`src/rtl/cursor_overlay.sv`:
```
// Text-mode cursor overlay: holds the cursor position, runs the frame-based
// blink timer and composites the cursor onto the glyph pixel stream.
module cursor_overlay #(
  parameter int   ROW_BITS     = 5,
  parameter int   COL_BITS     = 7,
  parameter int   ROWS         = 24,
  parameter int   COLUMNS      = 80,
  parameter int   BLINK_FRAMES = 32,
  parameter int   UL_LINE      = 15,
  parameter logic VIDEO_ON     = 1'b1
) (
  input  logic                clk,
  input  logic                clr,
  input  logic                hblank,
  input  logic                vblank,
  input  logic [ROW_BITS-1:0] row,
  input  logic [COL_BITS-1:0] col,
  input  logic [3:0]          scanline,
  input  logic                char_pixel,
  input  logic [COL_BITS-1:0] new_cursor_x,
  input  logic [ROW_BITS-1:0] new_cursor_y,
  input  logic                new_cursor_wen,
  input  logic [1:0]          cursor_mode,
  output logic [COL_BITS-1:0] cursor_x,
  output logic [ROW_BITS-1:0] cursor_y,
  output logic                blink_on,
  output logic                video
);

  typedef enum logic [1:0] {
    MODE_OFF       = 2'b00,
    MODE_STEADY    = 2'b01,
    MODE_BLINK     = 2'b10,
    MODE_UNDERLINE = 2'b11
  } mode_e;

  localparam logic [COL_BITS-1:0] MAX_X      = COL_BITS'(COLUMNS - 1);
  localparam logic [ROW_BITS-1:0] MAX_Y      = ROW_BITS'(ROWS - 1);
  localparam logic [7:0]          BLINK_LAST = 8'(BLINK_FRAMES);
  localparam logic [3:0]          UL_ROW     = 4'(UL_LINE);

  logic       vblank_q;
  logic [1:0] mode_q;
  logic [7:0] blink_cnt;
  logic [7:0] blink_inc;
  logic       frame_tick;
  logic       mode_changed;
  logic       hit;
  logic       cursor_pixel;
  logic       video_d;

  assign frame_tick   = vblank & ~vblank_q;
  assign mode_changed = (cursor_mode != mode_q);
  assign blink_inc    = blink_cnt + 8'd1;
  assign hit          = (col == cursor_x) && (row == cursor_y);

  // Position writes are clamped to the last valid cell.
  // NOTE: sequential state uses non-blocking assignments so every register
  // samples the values that existed before the clock edge.
  always_ff @(posedge clk or negedge clr) begin
    if (!clr) begin
      cursor_x <= '0;
      cursor_y <= '0;
    end else if (new_cursor_wen) begin
      cursor_x <= (new_cursor_x > MAX_X) ? MAX_X : new_cursor_x;
      cursor_y <= (new_cursor_y > MAX_Y) ? MAX_Y : new_cursor_y;
    end
  end

  // vblank_q resets high so releasing reset during vblank is not a frame tick.
  always_ff @(posedge clk or negedge clr) begin
    if (!clr) begin
      vblank_q <= 1'b1;
      mode_q   <= MODE_OFF;
    end else begin
      vblank_q <= vblank;
      mode_q   <= cursor_mode;
    end
  end

  // Cursor moves and mode changes restart the blink in its visible phase.
  always_ff @(posedge clk or negedge clr) begin
    if (!clr) begin
      blink_cnt <= '0;
      blink_on  <= 1'b1;
    end else if (new_cursor_wen || mode_changed) begin
      blink_cnt <= '0;
      blink_on  <= 1'b1;
    end else if (frame_tick) begin
      if (blink_inc >= BLINK_LAST) begin
        blink_cnt <= '0;
        blink_on  <= ~blink_on;
      end else begin
        blink_cnt <= blink_inc;
      end
    end
  end

  // NOTE: defaulting every combinational output first keeps this block free
  // of inferred latches whatever the case coverage.
  always_comb begin
    cursor_pixel = 1'b0;
    unique case (mode_e'(cursor_mode))
      MODE_OFF:       cursor_pixel = 1'b0;
      MODE_STEADY:    cursor_pixel = hit;
      MODE_BLINK:     cursor_pixel = hit & blink_on;
      MODE_UNDERLINE: cursor_pixel = hit & blink_on & (scanline == UL_ROW);
      default:        cursor_pixel = 1'b0;
    endcase
  end

  assign video_d = (hblank || vblank) ? ~VIDEO_ON
                                      : (VIDEO_ON ^ ~(char_pixel ^ cursor_pixel));

  always_ff @(posedge clk or negedge clr) begin
    if (!clr) video <= ~VIDEO_ON;
    else      video <= video_d;
  end

endmodule

```
`config.mk`:
```
export PLATFORM = sky130hd
export DESIGN_NAME = cursor_overlay
export DESIGN_NICKNAME = d
export VERILOG_FILES = /design/src/rtl/cursor_overlay.sv
export SDC_FILE = /design/constraint.sdc
export NUM_CORES = 1
export LEC_CHECK = 0
export ABC_CLOCK_PERIOD_IN_PS = 2620
export CAP_MARGIN = 0
export CORE_AREA = 2 2 69 51
export DETAILED_ROUTE_END_ITERATION = 16
export DIE_AREA = 0 0 71 53
export GPL_TIMING_DRIVEN = 1
export PLACE_DENSITY = 0.84
export SLEW_MARGIN = 10
export SYNTH_ARGS = -nofsm -noshare
export SYNTH_HDL_FRONTEND = slang
export SYNTH_SLANG_ARGS = --single-unit
```
`constraint.sdc`:
```
create_clock -name clk -period 2.62 [get_ports clk]
set_clock_uncertainty 0.1 [all_clocks]
set_input_delay 0.524 -clock clk [delete_from_list [all_inputs] [get_ports clk]]
set_output_delay 0.524 -clock clk [all_outputs]
set_load 0.005 [all_outputs]
```
Word-level counts from Yosys, hierarchy flattened
Index checks and enable logic that the tools add are counted.

storage, ports and cells
  input port bits = 36
  register bits = 25
  logic and storage cells = 41
  output and inout bits = 14

operators by class
  order comparisons = 3
  mux-type cells = 10
  equality and inequality tests = 7
  add/subtract/negate cells = 1
  reductions and logical operators = 7
  bitwise gates (word level) = 6

operator list
  kind                                                                number
  2-to-1 mux 8 bit                                                    3
  adder 8 x 1 -> 8 bit (second input constant)                        1
  greater-or-equal comparator 8 x 6 -> 1 bit (second input constant)  1
  == test 7 bit                                                       1
  > comparator 7 bit (second input constant)                          1
  2-to-1 mux 7 bit                                                    1
  == test 5 bit                                                       1
  > comparator 5 bit (second input constant)                          1
  2-to-1 mux 5 bit                                                    1
  == test 2 bit (second input constant)                               2
  == test 4 bit (second input constant)                               1
  2-to-1 mux 1 bit                                                    4
  one-hot mux 1 bit (4 select lines)                                  1
  nonzero test 2 bit                                                  2
  bitwise AND 1 bit                                                   3
  == test 2 x 1 -> 1 bit (second input constant)                      1
  logical NOT 2 bit                                                   1
  logical OR 1 bit                                                    2
  inequality test 2 bit                                               1
  inverter 1 bit                                                      2
  AND reduction 2 bit                                                 1
  logical AND 1 bit                                                   1
  XOR 1 bit                                                           1

Logic depth before layout (Yosys ltp)
  depth in word-level cells = 7
  depth in mapped cells = 6

Worst setup path after synthesis
Ideal clock, no wire load.

  path type = reg2reg
  from = register blink_cnt[0]
  to = register blink_on
  arrival time = 1689 ps
  path slack = 746 ps
  period minus slack after synthesis = 1874 ps
  required time = 2435 ps
  stages on the path, launching flop included = 7
  path through = dfrtp_1 -> ha_1 -> nand3_4 -> o21a_1 -> o2111a_1 -> a311oi_2 -> mux2_1

between the ends
  cells in the longest elaborated chain, start to end = 4

ends and longest elaborated chain
  element                                     RTL line  source
  start: declaration                          44        logic [7:0] blink_cnt;
  start signal: assignment                    94        blink_cnt <= blink_inc;
  adder 8 x 1 -> 8 bit                        54        assign blink_inc = blink_cnt + 8'd1;
  greater-or-equal comparator 8 x 6 -> 1 bit  90        if (blink_inc >= BLINK_LAST) begin
  nonzero test 2 bit (no source line)         --
  AND reduction 2 bit (no source line)        --
  end signal: assignment                      92        blink_on <= ~blink_on;
  end: declaration                            26        output logic blink_on,

No other way between the ends.
A chain may end at the register's enable or synchronous reset.

Worst setup path in the final report
  from = input cursor_mode[0]
  to = register blink_cnt[0]

between the ends
  cells in the longest elaborated chain, start to end = 3
  elaborated cells between the ends (all ways) = 4

ends and longest elaborated chain
  element                                                        RTL line  source
  start: declaration                                             23        input logic [1:0] cursor_mode,
  inequality test 2 bit (*)                                      53        assign mode_changed = (cursor_mode != mode_q);
  logical OR 1 bit (*)                                           86        end else if (new_cursor_wen || mode_changed) begin
  2-to-1 mux 8 bit / nonzero test 2 bit (equally long branches)  --

Every way passes the cells marked *; elsewhere a longest branch is shown, timed or not.

==> reports/results.ini <==
[cts]
cts_buffer_depth=2
cts_inserted_buffers=3
cts_hold_buf=0
htreeDepth=1
root_buffer=clkbuf_8
cts.sinks=25
cts_resized=0
post_cts_buffers=0
worst_skew_pair.late_latency_ps=270
cts.clk_slew.worst_paths_ps=90
cts_tree=built

[drt]
ant_nets=0
routed_wl_mm=3.040
drc=0
wl_per_cell_um=13.76
vias_per_cell=5.167
drtIter0Drc=101
drt_first_pass_iters=4
num_vias=1142

[critical_path]
critPathRequiredTime_ps=2690
critical-path-max-stage-delay_ps=470
crit_type=in -> reg
crit_end=blink_cnt[0]
rrSetupSlack_ps=540
cp.arrival_ps=2200
reg2reg_from=blink_cnt[0]
crit_path_top_delay_cell=clkdlybuf4s50_1
cp_max_fo=5
crit_path_start=cursor_mode[0]
r2r_end=blink_cnt[0]
crit_path_start_kind=input port
cp-end-kind=flip-flop
worstPathCellList=clkdlybuf4s50_1 -> xor2_1 -> nor3_2 -> o2111a_1 -> a31oi_1 -> o31ai_1
reg2reg_depth=6

[timing]
rsz0062_at_grt=no
finalMaxSlewViolations=0
final.period_utilization_pct=81.16
tns_ps=0
max_slew.worst_pin.slew_ps=425.0
finalSetupViolCount=0
timing.final.hold_violations=0
relSlewSlack_pct=71.67
min_period_ps=2126
fmax_mhz=470.3

[die]
fp.dieW_um=71
dieArea_um2=3763
die_y_um=53
core_um2=3084
rows=17
initial_core_util_pct=42.11
io_pins=50

[finish]
layout_common_cells=49 x clkdlybuf4s50_1, 23 x dfrtp_1, 15 x xor2_1
multi_input_area_um2=644.4
drive_gt1_share_pct=9.290
antenna_cells=0
final_common_cell=clkdlybuf4s50_1
seq_area_um2=628.1
layout.nets=221
nFillCells=243
syn_to_final_growth_pct=46.44

[pwr]
ir_drop_uv=241.1
finalPower_w=0.0008298
p_leak_nw=0.7524
pwr_density_cell_nw_per_um2=436.3

[global_routing]
track_usage_pct=18.37
antenna_found_initial=0
grt_max_degree=26
first_global_vias=1138
grt_overflow=0
grt_pass1_wl_mm=5.250

[job]
drv_cap=0

[logic_synthesis]
syn_inst=129
ys_seq_elements=25
synth_warnings=0
yosysUniqueCellTypes=34
yosysSeqAreaShare_pct=48.36
synthesis.area_um2=1299
synth_area_leaders=dfrtp_1 44%, xor2_1 10%, a21oi_1 4.6%, dfstp_2 4.0%, nand2_1 3.8%
avgSynthCellArea_um2=10.07
syn_nets=166
yosysTopAreaCellShare_pct=44.32
yosysTopAreaCell=dfrtp_1

[hold_path]
holdPathStages=2
worstHoldPathType=reg -> reg

[placed_design]
place_congestion=0.9009
io_buffers=49
hpwl_mm=2.451

[outcome]
status=finished clean

[power breakdown]
group / internal, W / total, W / switching, W
Sequential: 0.000409 / 0.000429 / 0.0000204
Combinational: 0.000112 / 0.000178 / 0.0000660
Clock: 0.000106 / 0.000222 / 0.000116
Total: 0.000627 / 0.000830 / 0.000203
[synth_stat cells]
cell type  instances
a21o_1             1
o21a_1             2
nor2_1            13
nand3_4            1
a32oi_1            1
o31ai_1            1
o22ai_1            1
mux2_2             2
nand2_1           13
a31oi_1            1
dfstp_2            2
nand2b_1           2
ha_1               1
o21ai_0            5
a2111oi_4          1
nand4_1            1
nor4b_1            2
or2b_1             1
o211ai_1           1
nor3_1             3
nor4_1             4
and2_1             3
dfrtp_1           23
nand3_1            2
nor3_2             2
o2111ai_1          1
clkbuf_1           3
inv_1              4
a21oi_1           12
xor2_1            15
a311oi_2           1
mux2_1             1
o2111a_1           1
nor2b_1            2
[registers in the layout (all words and copies together), names as in the netlist]
signal and flops:
cursor_y 5, video 1, blink_on 1, blink_cnt 8, cursor_x 7, mode_q 2, vblank_q 1
[how the worst min path moves through the flow]
stage,slack [ps],start,end
2_1_floorplan,130,clr,blink_cnt[0]
3_3_place_gp,400,blink_cnt[1],blink_cnt[1]
3_5_place_dp,410,blink_cnt[1],blink_cnt[1]
4_1_cts,430,blink_cnt[1],blink_cnt[1]
5_1_grt,480,blink_cnt[1],blink_cnt[1]
6_report,430,blink_cnt[1],blink_cnt[1]
[stage by stage]
stage / instances / hold WS, ps / setup slack, ps / area (um2) / util, %
global placement: 217 / 396.5 / 345.1 / 1856 / 60.16
CTS: 221 / 430.2 / 490.3 / 1902 / 61.66
finish: 221 / 431.1 / 493.6 / 1902 / 61.66
detailed placement: 217 / 410.0 / 229.6 / 1856 / 60.16
floorplan: 129 / 128.4 / 746.0 / 1299 / -
global route: 221 / 475.7 / 343.9 / 1902 / 61.66
[cells by family (layout without fill, tap and decap cells)]
kind of cell	count (synthesis)	in the layout	synth area share (%)
mux	3	3	2.601
simple gates	49	49	20.04
buf+inv	7	61	2.023
flops	25	25	48.36
xor+xnor	15	15	10.12
fa+ha+maj	1	1	0.9632
compound gates	29	29	15.90
[worst max-delay path, delay by kind of cell]
kind                      cells  cell delay [ps]
AOI/OAI and AO/OA             3              710
xor gates and xnor gates      1              180
buffers and inverters         1              470
and+or+nand+nor               1              320
[layer usage]
metal / vias to the layer above / track usage, % / routed length (um)
li1: 567 / - / -
met5: - / 0 / 0
met4: 0 / 6.289 / 26
met1: 529 / 24.40 / 1347
met2: 44 / 28.04 / 1423
met3: 2 / 6.476 / 242
[layout make-up]
type | instances | area share (%)
multi-input cells | 97 | 33.88
clock inverters | 1 | 0.2632
repair buffers | 53 | 27.37
flip-flops and latches | 25 | 33.03
clock buffers | 3 | 2.171
well taps | 38 | 2.500
inverters | 4 | 0.7895
No activity file was read; power rests on OpenSTA's default activity.
